`src/rtl/hub75_scan.sv`:
```
// HUB75 LED panel scan controller: shifts one bitplane per scan row, latches, then displays a BCM-weighted slot.
// Optional macro HUB75_BRIGHTNESS_EN adds brightness[7:0], which trims the lit part of each display slot.
module hub75_scan #(
    parameter int unsigned PANEL_COLS  = 64,
    parameter int unsigned ROW_BITS    = 5,
    parameter int unsigned BCM_BITS    = 8,
    parameter int unsigned BASE_CYCLES = 4
) (
    input  logic                                   clk,
    input  logic                                   rst_n,
    input  logic                                   enable,
`ifdef HUB75_BRIGHTNESS_EN
    input  logic [7:0]                             brightness,
`endif
    output logic                                   mem_re,
    output logic [ROW_BITS+$clog2(PANEL_COLS)-1:0] mem_addr,
    input  logic [63:0]                            mem_dout,
    output logic                                   r0,
    output logic                                   g0,
    output logic                                   b0,
    output logic                                   r1,
    output logic                                   g1,
    output logic                                   b1,
    output logic                                   panel_clk,
    output logic                                   lat,
    output logic                                   oe_n,
    output logic [ROW_BITS-1:0]                    row_addr,
    output logic                                   frame_done
);

    localparam int unsigned COL_W     = $clog2(PANEL_COLS);
    localparam int unsigned SHIFT_LEN = 2 * PANEL_COLS + 2;
    localparam int unsigned SLOT_MAX  = BASE_CYCLES << (BCM_BITS - 1);
    localparam int unsigned CNT_W     = $clog2(((SHIFT_LEN > SLOT_MAX) ? SHIFT_LEN : SLOT_MAX) + 1);
    localparam int unsigned BIT_W     = (BCM_BITS > 1) ? $clog2(BCM_BITS) : 1;

    typedef enum logic [2:0] {ST_IDLE, ST_SHIFT, ST_BLANK, ST_LATCH, ST_DISPLAY} state_t;

    state_t              state_q;
    logic [CNT_W-1:0]    cnt_q;
    logic [BIT_W-1:0]    bit_q;
    logic [ROW_BITS-1:0] row_q;

    logic [CNT_W-1:0]    cnt_d;
    logic [BIT_W-1:0]    bit_d;
    logic [ROW_BITS-1:0] row_d;
    logic                last_bit;
    logic                last_row;
    logic [CNT_W-1:0]    slot_len;
    logic [CNT_W-1:0]    on_len;
    logic [2:0]          bsel;
    logic [7:0]          r_up, g_up, b_up, r_lo, g_lo, b_lo;
    logic                unused_dout;

    assign cnt_d    = cnt_q + CNT_W'(1);
    assign last_bit = (bit_q == BIT_W'(BCM_BITS - 1));
    assign last_row = &row_q;
    assign bit_d    = last_bit ? '0 : bit_q + BIT_W'(1);
    assign row_d    = last_bit ? row_q + ROW_BITS'(1) : row_q;
    assign slot_len = CNT_W'(BASE_CYCLES) << bit_q;

`ifdef HUB75_BRIGHTNESS_EN
    localparam int unsigned PROD_W = CNT_W + 9;
    // Lit portion scales with (brightness+1)/256; slot length is unchanged.
    assign on_len = CNT_W'((PROD_W'(slot_len) * PROD_W'(brightness) + PROD_W'(slot_len)) >> 8);
`else
    assign on_len = slot_len;
`endif

    assign bsel = 3'(bit_q);
    assign r_up = mem_dout[23:16];
    assign g_up = mem_dout[15:8];
    assign b_up = mem_dout[7:0];
    assign r_lo = mem_dout[55:48];
    assign g_lo = mem_dout[47:40];
    assign b_lo = mem_dout[39:32];
    assign unused_dout = ^{mem_dout[63:56], mem_dout[31:24]};

    // Scan FSM; every output is registered and describes the cycle following each edge.
    always_ff @(posedge clk) begin
        if (!rst_n) begin
            state_q    <= ST_IDLE;
            cnt_q      <= '0;
            bit_q      <= '0;
            row_q      <= '0;
            mem_re     <= 1'b0;
            mem_addr   <= '0;
            {r0, g0, b0, r1, g1, b1} <= 6'b0;
            panel_clk  <= 1'b0;
            lat        <= 1'b0;
            oe_n       <= 1'b1;
            row_addr   <= '0;
            frame_done <= 1'b0;
        end else begin
            mem_re     <= 1'b0;
            panel_clk  <= 1'b0;
            lat        <= 1'b0;
            oe_n       <= 1'b1;
            frame_done <= 1'b0;
            case (state_q)
                ST_IDLE: begin
                    if (enable) begin
                        state_q  <= ST_SHIFT;
                        cnt_q    <= '0;
                        bit_q    <= '0;
                        row_q    <= '0;
                        mem_re   <= 1'b1;
                        mem_addr <= '0;
                    end
                end
                ST_SHIFT: begin
                    cnt_q <= cnt_d;
                    if (cnt_q == CNT_W'(SHIFT_LEN - 1)) begin
                        state_q <= ST_BLANK;
                    end else begin
                        // Even cycles: issue next read and present the pixel read two cycles ago.
                        if (!cnt_d[0]) begin
                            {r0, g0, b0} <= {r_up[bsel], g_up[bsel], b_up[bsel]};
                            {r1, g1, b1} <= {r_lo[bsel], g_lo[bsel], b_lo[bsel]};
                            if (cnt_d <= CNT_W'(2 * PANEL_COLS - 2)) begin
                                mem_re   <= 1'b1;
                                mem_addr <= {row_q, COL_W'(cnt_d >> 1)};
                            end
                        end else if (cnt_d >= CNT_W'(3)) begin
                            panel_clk <= 1'b1;
                        end
                    end
                end
                ST_BLANK: begin
                    state_q  <= ST_LATCH;
                    lat      <= 1'b1;
                    row_addr <= row_q;
                end
                ST_LATCH: begin
                    state_q <= ST_DISPLAY;
                    cnt_q   <= '0;
                    oe_n    <= (on_len == '0);
                end
                ST_DISPLAY: begin
                    if (cnt_q == slot_len - CNT_W'(1)) begin
                        bit_q      <= bit_d;
                        row_q      <= row_d;
                        frame_done <= last_bit && last_row;
                        cnt_q      <= '0;
                        if (last_bit && last_row && !enable) begin
                            state_q <= ST_IDLE;
                        end else begin
                            state_q  <= ST_SHIFT;
                            mem_re   <= 1'b1;
                            mem_addr <= {row_d, {COL_W{1'b0}}};
                        end
                    end else begin
                        cnt_q <= cnt_d;
                        oe_n  <= !(cnt_d < on_len);
                    end
                end
                default: state_q <= ST_IDLE;
            endcase
        end
    end

endmodule

```
`config.mk`:
```
export PLATFORM = sky130hd
export DESIGN_NAME = hub75_scan
export DESIGN_NICKNAME = d
export VERILOG_FILES = /design/src/rtl/hub75_scan.sv
export SDC_FILE = /design/constraint.sdc
export NUM_CORES = 1
export LEC_CHECK = 0
export ABC_AREA = 1
export CORE_MARGIN = 4
export CORE_UTILIZATION = 44
export CTS_CLUSTER_SIZE = 25
export DETAILED_ROUTE_END_ITERATION = 10
export PLACE_DENSITY = 0.85
export SLEW_MARGIN = 10
export SYNTH_ARGS = -nofsm -noshare
export SYNTH_HDL_FRONTEND = slang
export SYNTH_SLANG_ARGS = --single-unit
export TNS_END_PERCENT = 1
```
`constraint.sdc`:
```
create_clock -name clk -period 3.75 [get_ports clk]
set_input_delay 0.75 -clock clk [delete_from_list [all_inputs] [get_ports clk]]
set_output_delay 0.75 -clock clk [all_outputs]
set_load 0.05 [all_outputs]
```
== Yosys cells after proc, flatten, opt, wreduce, memory -nomap -nowiden ==
Index checks and enable logic that the tools add are counted.
Word-level totals
  output and inout bits: 27
  ROM bits: 0
  bits in writable memories: 0
  register bits after elaboration: 48
  latch bits: 0
  logic and storage cells: 107
  memories kept: 0
Operators by class
  divide/modulo/power cells: 0
  bitwise gates (word level): 4
  reduce and logical (&&, ||, !) cells: 17
  mux-type cells: 46
  order comparisons: 4
  equality and inequality tests: 14
  add/subtract/negate cells: 4
  $mul: 0
  shift-type cells: 1
Operator list (number)
  $mux W11: 6
  $pmux W10 S4: 1
  $pmux W11 S3: 1
  $mux W10: 2
  $bmux W1 S3: 6
  $mux W3: 6
  $mux W1: 16
  $mux W5: 3
  $pmux W3 S5: 1
  $ne A2 B2 Y1 const B: 7
  $reduce_and A3 Y1: 4
  $add A10 B1 Y10 const B: 1
  $eq A10 B10 Y1: 1
  $eq A10 B8 Y1 const B: 1
  $ge A10 B2 Y1 const B: 1
  $le A10 B7 Y1 const B: 1
  $logic_not A10 Y1: 1
  $lt A10 B10 Y1: 1
  $pmux W5 S2: 1
  $shl A3 B3 Y10 const A: 1
  $sub A10 B1 Y10 const B: 1
  $reduce_and A7 Y1: 1
  $eq A3 B2 Y1 const B: 2
  $eq A3 B3 Y1 const B: 2
  other kinds (17): 22

== Longest topological paths before layout ==
Gate-level depths: netlist (run 1).
  word-level depth: 6
  depth in mapped cells: 18
  depth with buffers taken out: 17

== Least setup slack after synthesis (run 1) ==
OpenSTA, ideal clock, no wires.
  path kind: reg2reg
  start point: reg bit_q[0]
  end point: reg cnt_q[0]
  slack: 1056 ps
  period minus slack after synthesis: 2694 ps
  library setup time: 114 ps
  stages on the path, launching flop included: 18
  arrival time: 2580 ps
  buffers on the path: 1
  path through: dfxtp_1 -> inv_1 -> buf_1 -> ha_1 -> nand2_1 -> ha_1 -> nand2_1 -> nand2_1 -> nor2_1 -> nand2_1 -> nor2_1 -> nand3_1 -> nor2_2 -> nand2_1 -> nand2_2 -> nand2_2 -> o21bai_1 -> inv_1
Between the ends
  longest elaborated chain between the ends: 5
RTL lines
  start: declaration: RTL line 41  | logic [BIT_W-1:0] bit_q;
  start signal: assignment: RTL line 141  | bit_q <= bit_d;
  $shl A3 B3 Y10: RTL line 60  | assign slot_len = CNT_W'(BASE_CYCLES) << bit_q;
  $sub A10 B1 Y10: RTL line 140  | if (cnt_q == slot_len - CNT_W'(1)) begin
  $eq A10 B10 Y1: RTL line 140
  $mux W10: RTL line 140
  $pmux W10 S4: RTL line 100  | case (state_q)
  end signal: assignment: RTL line 112  | cnt_q <= cnt_d;
  end signal: assignment: RTL line 153  | cnt_q <= cnt_d;
  end: declaration: RTL line 40  | logic [CNT_W-1:0] cnt_q;
Every way passes these cells.
A chain may end at the register's enable or synchronous reset.

== Final worst setup path (run 1) ==
  start point: reg bit_q[1]
  end point: reg mem_addr[5]
Between the ends
  longest elaborated chain between the ends: 5
  elaborated cells between the ends (all ways): 9
RTL lines
  $shl A3 B3 Y10 or $eq A3 B3 Y1 (tied branches): RTL line 60, 56
  $sub A10 B1 Y10 or $logic_and A1 B1 Y1 (tied branches): RTL line 140, 145
  $eq A10 B10 Y1 or $logic_and A1 B1 Y1 (tied branches): RTL line 140, 145
  $ne A2 B2 Y1 (no line)
  $reduce_and A7 Y1 (no line) (*)
  end signal: assignment: RTL line 122  | mem_addr <= {row_q, COL_W'(cnt_d >> 1)};
  end signal: assignment: RTL line 150  | mem_addr <= {row_d, {COL_W{1'b0}}};
  end: declaration: RTL line 16  | output logic [ROW_BITS+$clog2(PANEL_COLS)-1:0] mem_addr,
Every way passes the cells marked *; elsewhere a longest branch is shown, timed or not.

==> run summary, run 1 <==
The routed layout has 3962 vias. The via count normalized by instance count is ~5.5. Setup repair after global routing left no endpoint under its margin. The count of placed standard cells including taps came out at 707. In this design, the largest share of critical-path delay is due to simple AND/OR/NAND/NOR gates. The maximum number of pins on one net before global-route repair came out at 33. Among all stages on the critical path, the largest delay is contributed by sky130_fd_sc_hd__nand4_1. The via count of the first global-routing pass was 3907. The summed area of non-filler cells in the final layout is 4349 um^2. The routed design could run at a clock period as short as 3.213 ns.

The yosys synthesis warning count is 0. The reported max-cap violation count came out at 0. Once detailed placement completed, the half-perimeter wirelength came to 7450 um.

The clock edge transition at the registers on the reported setup and hold paths came out at ~0.10 ns. The distinct cell type count of the synthesized netlist is 30. The final weighted congestion in routability-driven placement came out at between 0.9 and 1. The global-route wire length before repair came out at 17030 um. The clock tree synthesis step divided the H-tree into 2 levels.

The total setup buffers inserted after CTS came out at 0. The detailed-route DRC error count is 0. The final count of negative-setup-slack endpoints came out at 0. The clock sink count came out at between 40 and 50. The post-detailed-route count of antenna-violating nets is 0.

Along the worst path, the maximum fanout reaches 14. Derived from the worst setup path, the maximum achievable clock frequency is 0.3113 GHz. The global routing usage summed across all routing layers is 23.06%. For this run, the number of standard cells in the final layout without fillers is 715.

The area added between synthesis and finish came out at 28.69%. The library cells used most frequently in the layout, excluding fill and tap cells, are sky130_fd_sc_hd__nand2_1 (125), sky130_fd_sc_hd__nor2_1 (94), sky130_fd_sc_hd__clkdlybuf4s50_1 (77). The average detailed-routed wire length per instance came out at approximately 14 um. The worst slew slack as a fraction of its limit is 21.46%. Measured along the y axis, the die boundary spans 95.64 um. The cell count after synthesis came out at approximately 550. The cts-stage hold buffer count is 0. For this configuration, the core starts out at a cell density of a little under half. Counting both buffers and inverters, the worst setup path holds a total of 2. The leakage component of the power is 1.863 nW. After global routing the overflow that remains totals 0. The floorplan has 31 rows.

The post-synthesis sequential element count is 48. Walking the worst path, the cells encountered are inv_1, ha_1, nand2_1, ha_1, inv_1, nor2_1, nand3_1, nand2_1, nand2_1, nand2_1, nor2_1, nand4_1, nand4_1, nand2_1, nor2_1. The final layout contains routed wiring with a total length of 10310 um. The net total in the final layout came out at between 700 and 800. The number of inserted diodes came out at 0.

The run finished with clean final reports. The number of DRC markers after the initial detailed-route iteration came out at 330. In this design, the stage delay of the slowest critical-path cell is approximately 0.52 ns. For this run, the detailed router's first-pass iteration total came to 5.

The clock network latency to the later pin of the worst-skew pair is 0.31 ns. The root buffer cell chosen for the clock tree is sky130_fd_sc_hd__clkbuf_8. The tightest hold margin is approximately 0.5 ns. The number of buffers created by CTS came out at 5. The fraction of final layout cells sized beyond drive strength 1 came out at 4.383%.

The number of hold-slack violations in the final timing report was 0. The number of max-slew violations in the final report came out at 0. The kind of start point of the critical path is a register. TritonCTS built the clock tree. The type of destination of the critical path is a register. The cell area power density is approximately 380 nW/um^2.

The share of the yosys chip area belonging to registers came out at between 20 and 30%. The maximum number of buffers from clock root to sink is 2. Data on the critical path arrives at its endpoint at between 3 and 4 ns.

Clock skew on the completed layout was measured at 0.006976 ns. The peak supply drop came out at around 260 uV. The cell type with the highest occurrence count on the critical path is sky130_fd_sc_hd__nand2_1.

The minimum setup slack among reg-to-reg paths came out at 0.54 ns. The area of the core region is 7370 um^2. The area enclosed by the die boundary came out at 9147 um^2. The transition at the pin with the smallest max-transition slack is 1.166 ns.

The fraction of the cycle the final worst path needs is a little under nine tenths. The synthesized net count came out at between 600 and 700. The instance area after placement came out at 4212 um^2. For the final routed database, the setup TNS stands at 0 ns. The path class of the tightest hold or removal check is reg -> reg. The per-instance average area after synthesis came out at roughly 6.2 um^2.

The count of input and output buffers is between 70 and 80. The worst endpoint required time came out at 4.00 ns. The width of the die is ~96 um.

The library cell used most frequently in the layout, excluding fill and tap cells, is sky130_fd_sc_hd__nand2_1. The initial antenna violation count came out at 0. The total I/O pin count is 94. The total standard cell area after synthesis is 3379 um^2.

The setup path with the least slack is of type reg -> reg. The post-cts sizing count came out at 0.
where the power goes:
group	leakage (nW)	switching, mW	internal [mW]	total [mW]
logic	1.40	0.376	0.212	0.588
clock network	0.0687	0.199	0.269	0.468
registers	0.391	0.0289	0.547	0.576
total	1.86	0.604	1.03	1.63
stage by stage:
step	util, %	total power, mW	worst slack [ns]
after floorplan	-	0.9796	1.056
after detailed placement	57.15	1.164	0.6495
after global placement	57.15	1.141	0.7948
after CTS	59.02	1.623	0.6161
final	59.02	1.632	0.5374
after global routing	59.02	1.713	0.2352
final timing paths:
kind,from,endpoint,cells after the start
hold / removal,mem_addr[2],mem_addr[2],2
hold reg to reg,mem_addr[2],mem_addr[2],2
setup reg to reg,bit_q[1],mem_addr[5],15
setup / recovery,bit_q[1],mem_addr[5],15
logic make-up after synthesis:
group                    after synthesis  synth area share, %
AND/OR/NAND/NOR                      287                36.13
AO/OA/AOI/OAI                        111                18.10
buffers and inverters                 79                9.404
flip-flops                            48                28.43
adder cells (fa/ha/maj)               20                7.405
XOR/XNOR                               2               0.5184
flip-flops by register name, summed over array words and instances (netlist names), 3 cells and up:
name and count:
mem_addr 11, bit_q 3, state_q 3, row_addr 5
row_q 5, cnt_q 10
metal layers:
layer	GRT usage [%]	share of wire (%)
met2	40.65	50
met5	0	0
met3	4.025	6.0
met1	26.82	41
met4	11.02	3.0
final cells by class:
class                           instances  area (um^2)
Clock buffer                            5        68.82
Clock inverter                          3        68.82
Fill cell                             695         3020
Inverter                               58        217.7
Multi-Input combinational cell        420         2101
Sequential cell                        48        960.9
Tap cell                               99        123.9
Timing Repair Buffer                   82        808.3
cell usage after synthesis, drive strengths merged:
cell	number	share of area [%]
o21ai	50	7.4
xor2	1	0.26
dfxtp	48	28
nor3	10	1.5
inv	57	6.3
nand3	27	4.0
clkbuf	9	1.0
buf	12	2.0
o21bai	6	1.3
nor2	98	11
a21oi	30	4.4
a31oi	7	1.3
ha	20	7.4
o221ai	1	0.26
a21o	1	0.22
clkinv	1	0.11
nand4	20	4.1
o21a	1	0.22
xnor2	1	0.26
o22ai	13	2.4
o2111ai	2	0.52
nand2	132	15
worst min-delay path: cells and delay by family, from the launching register on:
family,cells,cell delay (ns)
DFF,1,0.33
and+or+nand+nor,1,0.08
AOI/OAI and AO/OA,1,0.06
Note: power is estimated with default switching activity, not from simulation.
==> inputs of run 2 (changes only) <==
SLEW_MARGIN = not set   (was 10)
==> results of run 2 <==
Final layout, timing and power as in run 1 (identical DEF).
